**config.mk**
```make
export PLATFORM = sky130hd
export DESIGN_NAME = chess_clock_multi_flat
export DESIGN_NICKNAME = d
export VERILOG_FILES = /design/src/rtl/chess_clock_multi_pkg.sv /design/src/rtl/chess_clock_multi_if.sv /design/src/rtl/chess_clock_multi_tick_prescaler.sv /design/src/rtl/chess_clock_multi.sv /design/src/flat_wrapper.sv
export SDC_FILE = /design/constraint.sdc
export NUM_CORES = 1
export LEC_CHECK = 0
export BUFFER_PORTS_ARGS = -buffer_cell sky130_fd_sc_hd__buf_2
export CELL_PAD_IN_SITES_DETAIL_PLACEMENT = 1
export CELL_PAD_IN_SITES_GLOBAL_PLACEMENT = 2
export CORE_MARGIN = 2
export CORE_UTILIZATION = 39
export CTS_CLUSTER_DIAMETER = 40
export DETAILED_ROUTE_END_ITERATION = 7
export GPL_TIMING_DRIVEN = 0
export HOLD_SLACK_MARGIN = 0.02
export PLACE_DENSITY_LB_ADDON = 0.1
export SETUP_SLACK_MARGIN = 0.05
export SLEW_MARGIN = 0
export SYNTH_ARGS = -nofsm -noshare
export SYNTH_HDL_FRONTEND = slang
export SYNTH_HIERARCHICAL = 1
export SYNTH_SLANG_ARGS = --single-unit
export TNS_END_PERCENT = 30
```
**constraint.sdc**
```tcl
create_clock -name clk -period 8.48 [get_ports clk]
set_clock_uncertainty 0.1 [all_clocks]
set_input_delay 1.272 -clock clk [delete_from_list [all_inputs] [get_ports clk]]
set_output_delay 1.272 -clock clk [all_outputs]
set_load 0.01 [all_outputs]
```
**src/rtl/chess_clock_multi_pkg.sv**
```systemverilog
// Shared types and helpers for the multi-player game clock.
package chess_clock_multi_pkg;

  // Game-level control state.
  typedef enum logic [1:0] {
    IDLE   = 2'd0,
    RUN    = 2'd1,
    PAUSED = 2'd2,
    OVER   = 2'd3
  } clk_state_e;

  // Timing modes selectable through the MODE parameter.
  localparam int MODE_SUDDEN  = 0;
  localparam int MODE_FISCHER = 1;
  localparam int MODE_DELAY   = 2;

  // Width of a counter that holds 0..n-1, never narrower than one bit.
  function automatic int clk_count_w(input int n);
    return (n <= 2) ? 1 : $clog2(n);
  endfunction

endpackage

```
**src/rtl/chess_clock_multi_if.sv**
```systemverilog
// Control and status bundle between the button front-end, the clock and the display.
interface chess_clock_multi_if
  import chess_clock_multi_pkg::*;
#(
  parameter int NUM_PLAYERS = 2,
  parameter int TIME_W      = 16
);
  localparam int PW = clk_count_w(NUM_PLAYERS);

  logic                          start;
  logic                          pause;
  logic                          load;
  logic [NUM_PLAYERS-1:0]        press;
  logic [NUM_PLAYERS*TIME_W-1:0] time_out;
  logic [NUM_PLAYERS-1:0]        flag;
  logic [PW-1:0]                 active;
  logic                          running;
  logic                          game_over;

  // Front-end side: drives the buttons, watches the clock state.
  modport master (
    output start, pause, load, press,
    input  time_out, flag, active, running, game_over
  );

  // Clock side: reacts to the buttons, publishes timers and status.
  modport slave (
    input  start, pause, load, press,
    output time_out, flag, active, running, game_over
  );

endinterface

```
**src/rtl/chess_clock_multi_tick_prescaler.sv**
```systemverilog
// Divides clk down to a one-cycle tick every DIV enabled cycles.
module chess_clock_multi_tick_prescaler
  import chess_clock_multi_pkg::*;
#(
  parameter int DIV = 50000
) (
  input  logic clk,
  input  logic reset,
  input  logic en,
  input  logic clr,
  output logic tick
);
  localparam int CW = clk_count_w(DIV);
  localparam logic [CW-1:0] LAST = CW'(DIV - 1);

  logic [CW-1:0] cnt_q;

  // Tick is raised during the last enabled cycle of each period.
  assign tick = en && (cnt_q == LAST);

  // Phase counter: frozen when disabled, restarted by clr (turn change).
  always_ff @(posedge clk or negedge reset) begin
    if (!reset) begin
      cnt_q <= '0;
    end else if (clr) begin
      cnt_q <= '0;
    end else if (en) begin
      cnt_q <= tick ? '0 : cnt_q + 1'b1;
    end
  end

endmodule

```
**src/rtl/chess_clock_multi.sv**
```systemverilog
// N-player game clock: round-robin turns, per-player countdown timers,
// sudden-death / Fischer increment / simple delay timing.
module chess_clock_multi
  import chess_clock_multi_pkg::*;
#(
  parameter int NUM_PLAYERS = 2,
  parameter int TIME_W      = 16,
  parameter int TICK_DIV    = 50000,
  parameter int INIT_TIME   = 300,
  parameter int MODE        = 0,
  parameter int INC_TIME    = 5,
  parameter int DELAY_TIME  = 3
) (
  input logic                clk,
  input logic                reset,
  chess_clock_multi_if.slave bus
);
  localparam int PW = clk_count_w(NUM_PLAYERS);
  localparam int DW = clk_count_w(DELAY_TIME + 1);
  localparam logic [TIME_W-1:0] INIT_VAL   = TIME_W'(INIT_TIME);
  localparam logic [PW-1:0]     LAST_PLYR  = PW'(NUM_PLAYERS - 1);
  localparam logic [DW-1:0]     DELAY_VAL  = DW'(DELAY_TIME);
  localparam bit                IS_FISCHER = (MODE == MODE_FISCHER);
  localparam bit                IS_DELAY   = (MODE == MODE_DELAY);

  // Timer plus the Fischer increment, clamped at the all-ones maximum.
  function automatic logic [TIME_W-1:0] sat_add_inc(input logic [TIME_W-1:0] t);
    logic [TIME_W:0] s;
    s = {1'b0, t} + (TIME_W + 1)'(INC_TIME);
    return s[TIME_W] ? {TIME_W{1'b1}} : s[TIME_W-1:0];
  endfunction

  clk_state_e             state_q, state_d;
  logic [TIME_W-1:0]      timer_q [NUM_PLAYERS];
  logic [NUM_PLAYERS-1:0] flag_q;
  logic [PW-1:0]          active_q;
  logic [PW-1:0]          next_active;
  logic [DW-1:0]          dcnt_q;

  logic              run_cycle;
  logic              tick;
  logic              reload;
  logic              new_game;
  logic [TIME_W-1:0] act_time;
  logic [TIME_W-1:0] dec_time;
  logic [TIME_W-1:0] act_nxt;
  logic              in_delay;
  logic              tick_dec;
  logic              timeout;
  logic              press_ok;
  logic              act_upd;

  // Counting and presses only happen while running with pause released;
  // kept outside the FSM block so tick never loops back into it.
  assign run_cycle = (state_q == RUN) && !bus.pause;

  chess_clock_multi_tick_prescaler #(
    .DIV (TICK_DIV)
  ) u_prescaler (
    .clk   (clk),
    .reset (reset),
    .en    (run_cycle),
    .clr   (press_ok),
    .tick  (tick)
  );

  // Active-player datapath: decrement on tick first, then the accepted
  // press (increment and hand-over) unless that decrement hit zero.
  always_comb begin
    act_time = timer_q[active_q];
    in_delay = IS_DELAY && (dcnt_q < DELAY_VAL);
    tick_dec = tick && !in_delay && (act_time != '0);
    dec_time = tick_dec ? act_time - 1'b1 : act_time;
    timeout  = tick_dec && (dec_time == '0);
    press_ok = run_cycle && bus.press[active_q] && !timeout;
    act_nxt  = (IS_FISCHER && press_ok) ? sat_add_inc(dec_time) : dec_time;
    act_upd  = tick_dec || (IS_FISCHER && press_ok);
    next_active = (active_q == LAST_PLYR) ? '0 : active_q + 1'b1;
  end

  // Next-state logic and load strobes, priority top-down within each state.
  always_comb begin
    state_d  = state_q;
    reload   = 1'b0;
    new_game = 1'b0;
    case (state_q)
      IDLE: begin
        if (bus.load) begin
          reload = 1'b1;
        end else if (bus.start && !bus.pause) begin
          state_d = RUN;
        end
      end
      RUN: begin
        if (timeout) begin
          state_d = OVER;
        end else if (bus.pause) begin
          state_d = PAUSED;
        end
      end
      PAUSED: begin
        if (bus.start && !bus.pause) begin
          state_d = RUN;
        end
      end
      OVER: begin
        if (bus.load) begin
          reload   = 1'b1;
          new_game = 1'b1;
          state_d  = IDLE;
        end
      end
      default: state_d = IDLE;
    endcase
  end

  // FSM state register.
  always_ff @(posedge clk or negedge reset) begin
    if (!reset) begin
      state_q <= IDLE;
    end else begin
      state_q <= state_d;
    end
  end

  // Timer bank: reload all on load, otherwise only the active timer moves.
  always_ff @(posedge clk or negedge reset) begin
    if (!reset) begin
      for (int i = 0; i < NUM_PLAYERS; i++) timer_q[i] <= INIT_VAL;
    end else if (reload) begin
      for (int i = 0; i < NUM_PLAYERS; i++) timer_q[i] <= INIT_VAL;
    end else if (act_upd) begin
      timer_q[active_q] <= act_nxt;
    end
  end

  // Turn ownership, per-turn delay count and sticky timeout flags.
  always_ff @(posedge clk or negedge reset) begin
    if (!reset) begin
      active_q <= '0;
      dcnt_q   <= '0;
      flag_q   <= '0;
    end else if (new_game) begin
      active_q <= '0;
      dcnt_q   <= '0;
      flag_q   <= '0;
    end else begin
      if (timeout) begin
        flag_q[active_q] <= 1'b1;
      end
      if (press_ok) begin
        active_q <= next_active;
        dcnt_q   <= '0;
      end else if (tick && in_delay) begin
        dcnt_q <= dcnt_q + 1'b1;
      end
    end
  end

  for (genvar g = 0; g < NUM_PLAYERS; g++) begin : g_flat
    assign bus.time_out[g*TIME_W +: TIME_W] = timer_q[g];
  end

  assign bus.flag      = flag_q;
  assign bus.active    = active_q;
  assign bus.running   = (state_q == RUN);
  assign bus.game_over = (state_q == OVER);

endmodule

```
**src/flat_wrapper.sv**
```systemverilog
// flat-port wrapper written by rule: the top's interface ports become plain ports
module chess_clock_multi_flat import chess_clock_multi_pkg::*;
#(
  parameter int NUM_PLAYERS = 2,
  parameter int TIME_W      = 16,
  parameter int TICK_DIV    = 50000,
  parameter int INIT_TIME   = 300,
  parameter int MODE        = 0,
  parameter int INC_TIME    = 5,
  parameter int DELAY_TIME  = 3
)
  (clk, reset, bus_start, bus_pause, bus_load, bus_press, bus_time_out, bus_flag, bus_active, bus_running, bus_game_over);
  chess_clock_multi_if #(.NUM_PLAYERS(NUM_PLAYERS), .TIME_W(TIME_W)) bus_i ();
  input logic clk;
  input logic reset;
  input wire logic [$bits(bus_i.start)-1:0] bus_start;
  input wire logic [$bits(bus_i.pause)-1:0] bus_pause;
  input wire logic [$bits(bus_i.load)-1:0] bus_load;
  input wire logic [$bits(bus_i.press)-1:0] bus_press;
  output wire logic [$bits(bus_i.time_out)-1:0] bus_time_out;
  output wire logic [$bits(bus_i.flag)-1:0] bus_flag;
  output wire logic [$bits(bus_i.active)-1:0] bus_active;
  output wire logic [$bits(bus_i.running)-1:0] bus_running;
  output wire logic [$bits(bus_i.game_over)-1:0] bus_game_over;
  assign bus_i.start = bus_start;
  assign bus_i.pause = bus_pause;
  assign bus_i.load = bus_load;
  assign bus_i.press = bus_press;
  assign bus_time_out = bus_i.time_out;
  assign bus_flag = bus_i.flag;
  assign bus_active = bus_i.active;
  assign bus_running = bus_i.running;
  assign bus_game_over = bus_i.game_over;
  chess_clock_multi #(.NUM_PLAYERS(NUM_PLAYERS), .TIME_W(TIME_W), .TICK_DIV(TICK_DIV), .INIT_TIME(INIT_TIME), .MODE(MODE), .INC_TIME(INC_TIME), .DELAY_TIME(DELAY_TIME)) u_core (.clk(clk), .reset(reset), .bus(bus_i));
endmodule
```
=== After elaboration in Yosys (flattened, before gate mapping) ===
Cells that the tools add are included.

* Output and inout port bits: 37
* Word-level logic and storage cells: 72
* Register bits after elaboration: 53

* Equal/unequal tests: 7
* Add/subtract/negate cells: 3
* Bitwise gates (word level): 2
* Mux-type cells: 30
* $lt $le $gt $ge: 4
* Reduce and logical (&&, ||, !) cells: 20

{| class="wikitable"
|+ Operators by type and width
! cell !! count
|-
| $mux 16 || 8
|-
| $mux 32 || 2
|-
| $bwmux 32 || 1
|-
| $add 16x1->16 const B || 1
|-
| $demux 16 s1 || 1
|-
| $eq 16x16->1 const B || 1
|-
| $logic_not 16->1 || 1
|-
| $reduce_bool 16->1 || 1
|-
| $sub 16x1->16 const B || 1
|-
| $mux 2 || 7
|-
| $logic_and 1x1->1 || 9
|-
| $mux 1 || 9
|-
| $pmux 2 s4 || 1
|-
| $reduce_bool 2->1 || 4
|-
| $eq 2x2->1 const B || 2
|-
| $ne 2x2->1 const B || 2
|-
| $ne 3x2->1 const B || 1
|-
| $reduce_and 3->1 || 1
|-
| $eq 2x1->1 const B || 1
|-
| $ge 2x2->1 const B || 1
|-
| $logic_not 1->1 || 2
|-
| $logic_not 2->1 || 1
|-
| $lt 1x2->1 const B || 1
|-
| $lt 2x1->1 const B || 1
|-
| other kinds (6) || 6
|}

=== Logic depth before layout (Yosys ltp) ===
Gate-level depths: netlist of run 1.

* Depth after elaboration: 13
* Mapped depth: 19

=== By module ===
Netlist of run 1, hierarchy kept.

{| class="wikitable"
|+ By module, submodules not included
! module !! instances !! cells each !! sequential area each (sq um) !! area each (sq um)
|-
| chess_clock_multi || 1 || 278 || 935.9 || 2,468.6
|-
| chess_clock_multi_tick_prescaler || 1 || 89 || 400.4 || 883.3
|}

=== Least setup slack after synthesis of run 1 ===
No wires, ideal clock.

* Path kind: in2reg
* Start: input port bus_pause
* End: register u_core.u_prescaler.cnt_q[14]
* Arrival time: 5.271 ns
* Setup slack: 3.036 ns
* Stages: 16
* Setup time: 0.073 ns
* Path through: nor2_1 -> and4_1 -> and4_1 -> clkbuf_1 -> o221ai_1 -> a2111oi_2 -> xnor2_1 -> nor2b_1 -> and4_1 -> buf_2 -> and2_1 -> nor4_1 -> o21ai_1 -> or3_4 -> or3_1 -> a21oi_2

* Longest elaborated chain between the ends: 10
* Elaborated cells between the ends (all ways): 14
* Classes of those cells: mux (4); reduce/logical (10)

{| class="wikitable"
|+ RTL lines
! element !! RTL line !! RTL
|-
| from (decl) || flat_wrapper.sv:17 || <nowiki>input wire logic [$bits(bus_i.pause)-1:0] bus_pause;</nowiki>
|-
| $logic_not 1->1 * || chess_clock_multi.sv:55 || <nowiki>assign run_cycle = (state_q == RUN) && !bus.pause;</nowiki>
|-
| $logic_and 1x1->1 * || chess_clock_multi.sv:55 ||
|-
| $logic_and 1x1->1 * || chess_clock_multi_tick_prescaler.sv:19 || <nowiki>assign tick = en && (cnt_q == LAST);</nowiki>
|-
| named net u_core.tick || chess_clock_multi.sv:41 || <nowiki>logic tick;</nowiki>
|-
| $logic_and 1x1->1 * || chess_clock_multi.sv:72 || <nowiki>tick_dec = tick && !in_delay && (act_time != '0);</nowiki>
|-
| $mux 16 || chess_clock_multi.sv:73 || <nowiki>dec_time = tick_dec ? act_time - 1'b1 : act_time;</nowiki>
|-
| $logic_not 16->1 || chess_clock_multi.sv:74 || <nowiki>timeout = tick_dec && (dec_time == '0);</nowiki>
|-
| $logic_and 1x1->1 * || chess_clock_multi.sv:74 ||
|-
| $logic_not 1->1 * || chess_clock_multi.sv:75 || <nowiki>press_ok = run_cycle && bus.press[active_q] && !timeout;</nowiki>
|-
| $logic_and 1x1->1 * || chess_clock_multi.sv:75 ||
|-
| named net u_core.press_ok || chess_clock_multi.sv:50 || <nowiki>logic press_ok;</nowiki>
|-
| $mux 16 / $reduce_bool 2->1 (equally long branches) || - ||
|-
| to (signal assigned) || chess_clock_multi_tick_prescaler.sv:28 || <nowiki>cnt_q <= tick ? '0 : cnt_q + 1'b1;</nowiki>
|-
| to (decl) || chess_clock_multi_tick_prescaler.sv:16 || <nowiki>logic [CW-1:0] cnt_q;</nowiki>
|}

The timed path passes the listed nets; every way through them passes the cells marked *. The select of a mux whose other input is x is not followed.
A chain may end at the register's enable or synchronous reset.

=== Worst setup path in the final report of run 1 ===
* Start: register u_core.active_q, in the netlist u_core/bus.active
* End: register u_core.u_prescaler.cnt_q[14]

* Longest elaborated chain between the ends: 12
* Elaborated cells between the ends (all ways): 17
* Classes of those cells: add/sub (1); mux (7); bitwise (1); reduce/logical (8)

{| class="wikitable"
|+ RTL lines
! element !! RTL line !! RTL
|-
| from (decl) || chess_clock_multi.sv:36 || <nowiki>logic [PW-1:0] active_q;</nowiki>
|-
| from (signal assigned) || chess_clock_multi.sv:152 || <nowiki>active_q <= next_active;</nowiki>
|-
| parallel branches: the longest is 10 deep, another holds $sub 16x1->16 || - ||
|-
| $logic_and 1x1->1 * || chess_clock_multi.sv:75 ||
|-
| named net u_core.press_ok || chess_clock_multi.sv:50 ||
|-
| $mux 16 / $reduce_bool 2->1 (equally long branches) || - ||
|}

Mark *: on every way through the listed nets, which the timed path passes. The select of a mux whose other input is x is not followed.

==> results of run 1 <==
[layout make-up]
cell class | count | area [sq um] | area share
clock inverter | 3 | 65.06 | 0.01698
inverter | 12 | 45.04 | 0.01175
sequential | 53 | 1336 | 0.3487
timing repair buffer | 43 | 215.2 | 0.05615
buffer | 15 | 70.07 | 0.01828
clock buffer | 5 | 68.82 | 0.01796
multi-input combinational | 287 | 1901 | 0.4959
tap | 105 | 131.4 | 0.03428
[state kept, by name, summed over array words and instances (netlist names)]
signal and flops:
u_core/state_q 2, u_core/bus.flag 2, u_core/bus.active 1, u_core/u_prescaler/cnt_q 16, u_core/bus.time_out 32
[power groups by stage]
stage / clock network [W] / logic, W / registers, W
2_1_floorplan: 0 / 0.000173 / 0.000286
3_3_place_gp: 0 / 0.000247 / 0.000289
3_5_place_dp: 0 / 0.000250 / 0.000289
4_1_cts: 0.000213 / 0.000251 / 0.000285
5_1_grt: 0.000220 / 0.000277 / 0.000288
6_report: 0.000204 / 0.000250 / 0.000285
[metal layers]
layer | track usage | vias to the layer above
met1 | 0.2807 | 1466
met2 | 0.3686 | 41
met3 | 0.03324 | 7
met4 | 0.04117 | 0
met5 | 0 | -
li1 | - | 1434
[stage by stage]
step | std cells | instance area, sq um | hold WS [ps] | setup WS [ps]
global placement | 515 | 3699 | 424.2 | 1893
floorplan | 367 | 3352 | 396.1 | 3036
CTS | 523 | 3832 | 446.8 | 1905
global route | 523 | 3832 | 466.0 | 1540
detailed placement | 515 | 3699 | 425.4 | 1897
finish | 523 | 3832 | 444.1 | 1972
[worst max path at each step]
| stage | slack (ps) | end | cells past startpoint | startpoint |
|---|---|---|---|---|
| after CTS | 1910 | u_core/u_prescaler/cnt_q[14] | 17 | u_core/bus.active |
| after global placement | 1890 | u_core/u_prescaler/cnt_q[14] | 17 | bus_pause |
| after global routing | 1540 | u_core/u_prescaler/cnt_q[14] | 17 | u_core/bus.active |
| after floorplan | 3040 | u_core/u_prescaler/cnt_q[14] | 16 | bus_pause |
| final | 1970 | u_core/u_prescaler/cnt_q[14] | 17 | u_core/bus.active |
| after detailed placement | 1900 | u_core/u_prescaler/cnt_q[14] | 17 | bus_pause |
[logic make-up (layout without fill, tap and decap cells)]
family / after synthesis / in the layout
compound gates: 75 / 75
xor+xnor: 30 / 30
fa+ha+maj: 5 / 5
buf+inv: 27 / 78
flops: 53 / 53
mux: 17 / 17
simple gates: 160 / 160
[worst max-delay path, stage by stage, from the launching register on]
cell,delay [ps]
dfrtp_1,530
buf_2,340
buf_4,260
buf_2,280
buf_1,560
mux2i_1,260
ha_1,270
o21ai_1,240
o311ai_0,870
nor2_1,120
xnor2_1,340
nor4_4,130
and2_1,190
nor4_1,730
o21ai_1,310
or3_4,440
or3_1,330
a21oi_2,130
[synth_stat cells, types with 3 or more instances]
master	number
a211o_1	3
a211oi_1	7
a21oi_1	23
a31oi_1	3
and2_1	3
and3_1	3
and4_1	4
buf_2	5
clkbuf_1	6
dfrtp_1	45
dfstp_2	8
ha_1	5
inv_1	11
mux2_2	4
mux2i_1	13
nand2_1	33
nand2b_1	3
nand3_1	10
nand4_1	6
nor2_1	44
nor2b_1	3
nor3_1	13
nor4_1	11
nor4b_1	3
o211ai_1	4
o21ai_0	9
o31ai_1	3
or3_1	7
xnor2_1	24
xor2_1	6
==> results.yml, run 1 <==
drt:
  wl_met1_um: 4388
  drt-pass1-iter-count: 4
  ant_nets: 0
  drcViolationCount: 0
  drt_wl_total_um: 9616
  routed-wl-met2_um: 4773
  maxUsedRoutingLayer: "met4"
  avgViaCountPerCell: 5.637
  route.vias.total: 2948
  wl_met3_um: 369
  wl_per_cell_um: 18.39
  drt_iter0_markers: 96
synthesis:
  yosys_warnings: 6
  synth_area_leaders: "dfrtp_1, dfstp_2, xnor2_1"
  synthMuxAreaShare: 0.05226
  yosysUniqueCellTypes: 65
  ys_ff_latch: 53
  synth_flop_cell: "dfrtp_1"
  ys_seq_area_frac: 0.3987
  syn_nets: 379
  syn-cell-area_sq_mm: 0.003352
  synthSimpleGateAreaFrac: 0.2598
  synth_area_per_cell_sq_um: 9.133
  synthAdderAreaFrac: 0.01866
  netlist.area_leader.share: 0.3359
  synth_top_family_by_area: "simple AND/OR/NAND/NOR gates"
  syn_inst: 367
  synth-xor-area-share: 0.07839
  async_flop_share: 1.000
  synth_area_leader_cell: "dfrtp_1"
  synth_edf_count: 0
  synth_compound_area_frac: 0.1579
pwr:
  p_sw_w: 0.0002674
  seq_power_share: 0.385
  switching_share: 0.3616
  leakagePower_nw: 1.594
  combPwrFrac: 0.339
  internal-power_w: 0.0004722
  clkPwrFrac: 0.276
  powerDensity_mw_per_mm2: 193.0
  vdd_drop_max_mv: 0.09344
  power_w: 0.0007397
die:
  rows: 33
  die_x_um: 96.71
  start_util: 0.4059
  core-area_sq_mm: 0.008258
  io_pins: 44
  die_area_sq_mm: 0.009353
  fp.dieH_um: 96.71
clocking:
  clk_latency_ps: 310
  cts_resized: 0
  clock_path_buffers: 2
  clk_pin_slew_worst_paths_ps: 100
  cts_tree: "done"
  cts.sinks: 53
  hold_buffers: 0
  cts_buffers: 5
  root_buffer: "clkbuf_8"
  cts_setup_buffers: 0
  htree_num_levels: 2
sta:
  slew_headroom: 0.2009
  rsz0062_at_grt: "no"
  fmax_mhz: 153.6
  hold_violations: 0
  layout_min_cycle_time_ps: 6508
  tightest_slew_ps: 1199
  fin_setup_tns_ps: 0
  setup_viol: 0
  slew_violations: 0
  period_share: 0.7675
run:
  cap_violations: 0
critical_path:
  arrival_ps: 6650
  path_max_fanout: 10
  reg2regPathDepth: 17
  cp-start-kind: "register"
  rrSetupSlack_ps: 1970
  r2r-start: "u_core/bus.active"
  worstReg2RegEnd: "u_core/u_prescaler/cnt_q[14]"
  critical_path_required_ps: 8630
  crit_path_end_kind: "register"
  worstSetupPathType: "register to register"
cells_and_area:
  fin_nets: 429
  drive_above_1_share: 0.2105
  final_common_cell: "buf_2"
  diodes: 0
  layout_common_cells: "buf_2, dfrtp_1, nor2_1"
  n_fill_cell: 980
  area_growth_pct: 14.33
  postLayoutCoreUtil: 0.4641
global_routing:
  grt_pass1_wl_um: 16290
  first_global_vias: 3083
  grt_util_all_layers: 0.2119
  antenna_found_initial: 0
  grt_max_degree: 54
  grt_overflow: 0
placement:
  routabilityCongestion: 0.7949
  io_buffers: 43
  dp_hpwl_um: 7071
status:
  status: "finished clean"
worst_hold_path:
  min_delay_worst_endpoint: "u_core/bus.time_out[19]"
  hold_start: "u_core/bus.time_out[19]"
  hold_depth: 2
  min_path_type: "register to register"
No activity file was read; power rests on OpenSTA's default activity.
==> inputs of run 2 (changes only) <==
Settings changed: CORE_UTILIZATION 39 to 36.
Clock period 8.48 ns to 6.3 ns, I/O delays scaled along.
==> run 2 against run 1 <==
Net effect:
- cell count is 0.96% higher
- routed wire length is 2.4% higher
- global-route usage is 0.49 points lower
- sequential share of layout area is 0.21 points lower
- critical path depth is 2 higher
- first-iteration DRC count is 8.3% lower
- count of clock-buffer cells in the layout stayed put
- via count is 1.6% higher
- sequential cell count stayed put
- power is 35% higher
- worst setup slack worse by 1400 ps
==> results.yml, run 2 (synthesis gave the netlist of run 1 again) <==
sta:
  slew_violations: 0
  fin_setup_tns_ps: 0
  hold_violations: 0
  period_share: 0.9140
  rsz0062_at_grt: "no"
  fmax_mhz: 173.7
  finalWorstSetupSlack_ps: 542.1
  setup_viol: 0
  layout_min_cycle_time_ps: 5758
  tightest_slew_ps: 1192
  slew_headroom: 0.2053
clocking:
  cts_setup_buffers: 0
  clk_pin_slew_worst_paths_ps: 100
  cts_tree: "done"
  cts.sinks: 53
  clk_latency_ps: 310
  cts_buffers: 5
  htree_num_levels: 2
  clock_path_buffers: 2
  root_buffer: "clkbuf_8"
global_routing:
  grt_util_all_layers: 0.2070
  antenna_found_initial: 0
  first_global_vias: 3098
  grt_max_degree: 54
  grt_overflow: 0
  grt_pass1_wl_um: 16420
pwr:
  internal-power_w: 0.0006382
  combPwrFrac: 0.334
  leakagePower_nw: 1.594
  seq_power_share: 0.383
  vdd_drop_max_mv: 0.1018
  clkPwrFrac: 0.283
  powerDensity_mw_per_mm2: 259.7
  switching_share: 0.3627
  p_sw_w: 0.0003632
die:
  die_x_um: 100.5
  start_util: 0.3662
  fp.dieH_um: 100.5
  die_area_sq_mm: 0.01010
  rows: 35
  io_pins: 44
  core-area_sq_mm: 0.009153
drt:
  route.vias.total: 2994
  drt-pass1-iter-count: 4
  drcViolationCount: 0
  routed-wl-met2_um: 4989
  wl_met1_um: 4442
  wl_per_cell_um: 18.65
  wl_met3_um: 227
  avgViaCountPerCell: 5.670
  drt_wl_total_um: 9847
  maxUsedRoutingLayer: "met4"
  drt_iter0_markers: 88
  ant_nets: 0
worst_hold_path:
  hold_depth: 2
  min_delay_worst_endpoint: "u_core/bus.time_out[3]"
  hold_start: "u_core/bus.time_out[3]"
  min_path_type: "register to register"
cells_and_area:
  final_common_cell: "buf_2"
  drive_above_1_share: 0.2182
  diodes: 0
  stdcell_count: 528
  layout_common_cells: "buf_2, dfrtp_1, nor2_1"
  fin_nets: 428
  area_growth_pct: 15.04
  largest_reg_flops: 32
  finish.instance_area_sq_mm: 0.003856
placement:
  routabilityCongestion: 0.8784
  dpl-instance-area_sq_mm: 0.003706
  place_ws_ps: -263.6
  dp_hpwl_um: 7323
  io_buffers: 43
  dp.cells: 521
critical_path:
  critical_path_required_ps: 6450
  reg2regPathDepth: 19
  path_max_fanout: 11
  r2r-start: "u_core/state_q[1]"
  rrSetupSlack_ps: 540
  cp-start-kind: "register"
  crit_path_end_kind: "register"
  worstReg2RegEnd: "u_core/u_prescaler/cnt_q[14]"
  arrival_ps: 5910
  worstSetupPathType: "register to register"
run:
  cap_violations: 0
status:
  status: "finished clean"
==> run 2: timing repair <==
item / in CTS / in global routing
resized for setup: 2 / 2
hold buffers: 0 / 0
pin swaps: 0 / 0
endpoints found under the setup margin: 9 / 5
==> run 2: cell type report <==
type | instances | area (sq um)
tap | 111 | 138.9
buffer | 14 | 66.31
sequential | 53 | 1336
multi-input combinational | 287 | 1917
timing repair buffer | 43 | 215.2
fill | 1100 | 5296
clock inverter | 3 | 68.82
clock buffer | 5 | 68.82
inverter | 12 | 45.04
==> run 2: worst max path at each step <==
stage	start	to	slack (ps)
floorplan	bus_pause	u_core/u_prescaler/cnt_q[14]	1180
global placement	u_core/bus.active	u_core/u_prescaler/cnt_q[14]	-260
detailed placement	u_core/bus.active	u_core/u_prescaler/cnt_q[14]	-260
CTS	u_core/bus.active	u_core/u_prescaler/cnt_q[14]	290
global route	u_core/state_q[1]	u_core/u_prescaler/cnt_q[14]	50
finish	u_core/state_q[1]	u_core/u_prescaler/cnt_q[14]	540
==> run 2: layer usage <==
layer,global-route usage,vias up
met1,0.2710,1501
met5,0,-
met3,0.02982,13
met2,0.3536,45
li1,-,1435
met4,0.06428,0
==> run 2: worst max-delay path, cell delays in order, from the launching register on <==
cell	delay, ps
dfrtp_1	410
inv_1	80
ha_1	260
inv_1	120
nor2_2	370
and4_1	310
and4_1	250
clkbuf_1	340
o221ai_1	440
nor4_1	410
mux2i_1	190
nor2b_1	220
and4_1	220
buf_2	160
and2_1	190
nor4_2	430
o21ai_1	280
or3_4	440
or3_1	330
a21oi_2	140
==> run 2: stage by stage <==
stage	hold WS (ps)	total power (W)	utilization
after detailed placement	421.5	0.0007278	0.4049
after CTS	438.3	0.001020	0.4206
final	434.7	0.001001	0.4213
after floorplan	396.1	0.0006173	-
after global placement	408.1	0.0007211	0.4049
after global routing	460.2	0.001066	0.4213
==> run 2: power groups by stage <==
stage	combinational [W]	clock [W]	sequential [W]
finish	0.000334	0.000283	0.000384
global route	0.000371	0.000307	0.000388
CTS	0.000339	0.000295	0.000385
detailed placement	0.000336	0	0.000392
global placement	0.000331	0	0.000390
floorplan	0.000233	0	0.000385
==> inputs of run 3 (changes only) <==
Clock period 6.3 ns to 5.85 ns, I/O delays scaled along.
==> run 3 against run 2 <==
Net effect:
- largest cell class unchanged
- power up 8.9%
- cell count is 0.19% higher
- critical path depth shrank 1
- critical endpoint unchanged
==> results.yml, run 3 (synthesis gave the netlist of run 1 again) <==
drt:
  wl_met3_um: 187
  drt-pass1-iter-count: 4
  wl_per_cell_um: 18.63
  route.vias.total: 2998
  drcViolationCount: 0
  ant_nets: 0
  wl_met1_um: 4471
  maxUsedRoutingLayer: "met4"
  drt_wl_total_um: 9857
  drt_iter0_markers: 84
  routed-wl-met2_um: 5057
  avgViaCountPerCell: 5.667
sta:
  rsz0062_at_grt: "no"
  setup_viol: 0
  tightest_slew_ps: 1185
  slew_violations: 0
  fmax_mhz: 187.9
  period_share: 0.9099
  finalWorstSetupSlack_ps: 526.9
  hold_violations: 0
  slew_headroom: 0.2097
  layout_min_cycle_time_ps: 5323
global_routing:
  antenna_found_initial: 0
  grt_max_degree: 54
  grt_overflow: 0
  grt_pass1_wl_um: 16410
  grt_util_all_layers: 0.2067
  first_global_vias: 3086
pwr:
  leakagePower_nw: 1.599
  vdd_drop_max_mv: 0.1183
  powerDensity_mw_per_mm2: 280.0
  power_w: 0.001090
clocking:
  root_buffer: "clkbuf_8"
  clock_path_buffers: 2
  clk_pin_slew_worst_paths_ps: 100
  hold_buffers: 0
  cts_tree: "done"
  clk_latency_ps: 310
  cts_buffers: 5
  cts.sinks: 53
  htree_num_levels: 2
cells_and_area:
  stdcell_count: 529
  area_growth_pct: 16.16
  seq_area_sq_mm: 0.001338
  n_fill_cell: 1095
  largest_reg_flops: 32
  layout_common_cells: "buf_2, dfrtp_1, nor2_1"
  final_common_cell: "buf_2"
  multi_input_area_sq_mm: 0.001943
  fin_nets: 429
  drive_above_1_share: 0.2273
  postLayoutCoreUtil: 0.4254
  diodes: 0
critical_path:
  reg2regPathDepth: 18
  cp-start-kind: "register"
  critical_path_required_ps: 6000
  cp.depth: 18
  crit_chain: "buf_2 > buf_4 > clkbuf_4 > mux2i_1 > ha_1 > o21ai_1 > or3_1 > buf_2 > nand4_1 > xnor2_1 > and4_1 > buf_2 > and2_1 > nor4_4 > o21ai_1 > or3_4 > or3_1 > a21oi_2"
  cp.buffers_inverters: 5
  crit_path_end_kind: "register"
  crit_family: "simple AND/OR/NAND/NOR gates"
  max_stage_delay_ps: 480
  path_max_fanout: 19
  worstSetupPathType: "register to register"
  arrival_ps: 5480
  path_common_cell: "buf_2"
  slowest_stage: "dfrtp_2"
placement:
  place_ws_ps: -713.6
  io_buffers: 43
  dp_hpwl_um: 7323
  routabilityCongestion: 0.8784
  dp.cells: 521
die:
  die_area_sq_mm: 0.01010
  start_util: 0.3662
  rows: 35
  core-area_sq_mm: 0.009153
  die_x_um: 100.5
  fp.dieH_um: 100.5
  io_pins: 44
status:
  status: "finished clean"
worst_hold_path:
  hold_depth: 2
  min_path_type: "register to register"
run:
  cap_violations: 0
run 3: report_power, final:
part	switching, W	internal [W]	total [W]
registers	0.0000257	0.000388	0.000414
logic	0.000239	0.000132	0.000371
clock network	0.000133	0.000172	0.000305
total	0.000398	0.000693	0.00109
run 3: what timing repair did:
action / CTS / global route
setup buffers: 0 / 1
pin swaps: 0 / 1
resized for setup: 3 / 7
endpoints found under the setup margin: 13 / 12
run 3: final timing paths:
check / startpoint / endpoint / slack [ps]
max: u_core/bus.active / u_core/u_prescaler/cnt_q[14] / 530
min: u_core/bus.time_out[3] / u_core/bus.time_out[3] / 440
max reg2reg: u_core/bus.active / u_core/u_prescaler/cnt_q[14] / 530
min reg2reg: u_core/bus.time_out[3] / u_core/bus.time_out[3] / 440
max in group asynchronous: reset / u_core/bus.active / 4160
min in group asynchronous: reset / u_core/bus.time_out[7] / 700
run 3: layer usage:
metal | vias to the layer above | track usage
li1 | 1439 | -
met1 | 1514 | 0.2718
met2 | 36 | 0.3583
met3 | 9 | 0.02705
met4 | 0 | 0.05479
met5 | - | 0
run 3: tightest hold or removal path: stages, from the launching register on:
cell and delay [ps]:
dfstp_2 400, o31ai_1 60, nand3_1 70
run 3: final cells by class:
cell class	instances	area share
clock buffer	5	0.01767
clock inverter	3	0.01767
buffer	14	0.01767
tap	111	0.03567
sequential	53	0.3435
inverter	12	0.01157
multi-input combinational	287	0.4990
timing repair buffer	44	0.05720
run 3: through the flow:
| step | instance area, sq um | hold slack [ps] | TNS, ps |
|---|---|---|---|
| 2_1_floorplan | 3352 | 396.1 | 0 |
| 3_3_place_gp | 3706 | 408.1 | -6006 |
| 4_1_cts | 3849 | 438.3 | 0 |
| 3_5_place_dp | 3706 | 421.5 | -5643 |
| 6_report | 3894 | 435.5 | 0 |
| 5_1_grt | 3894 | 460.2 | 0 |
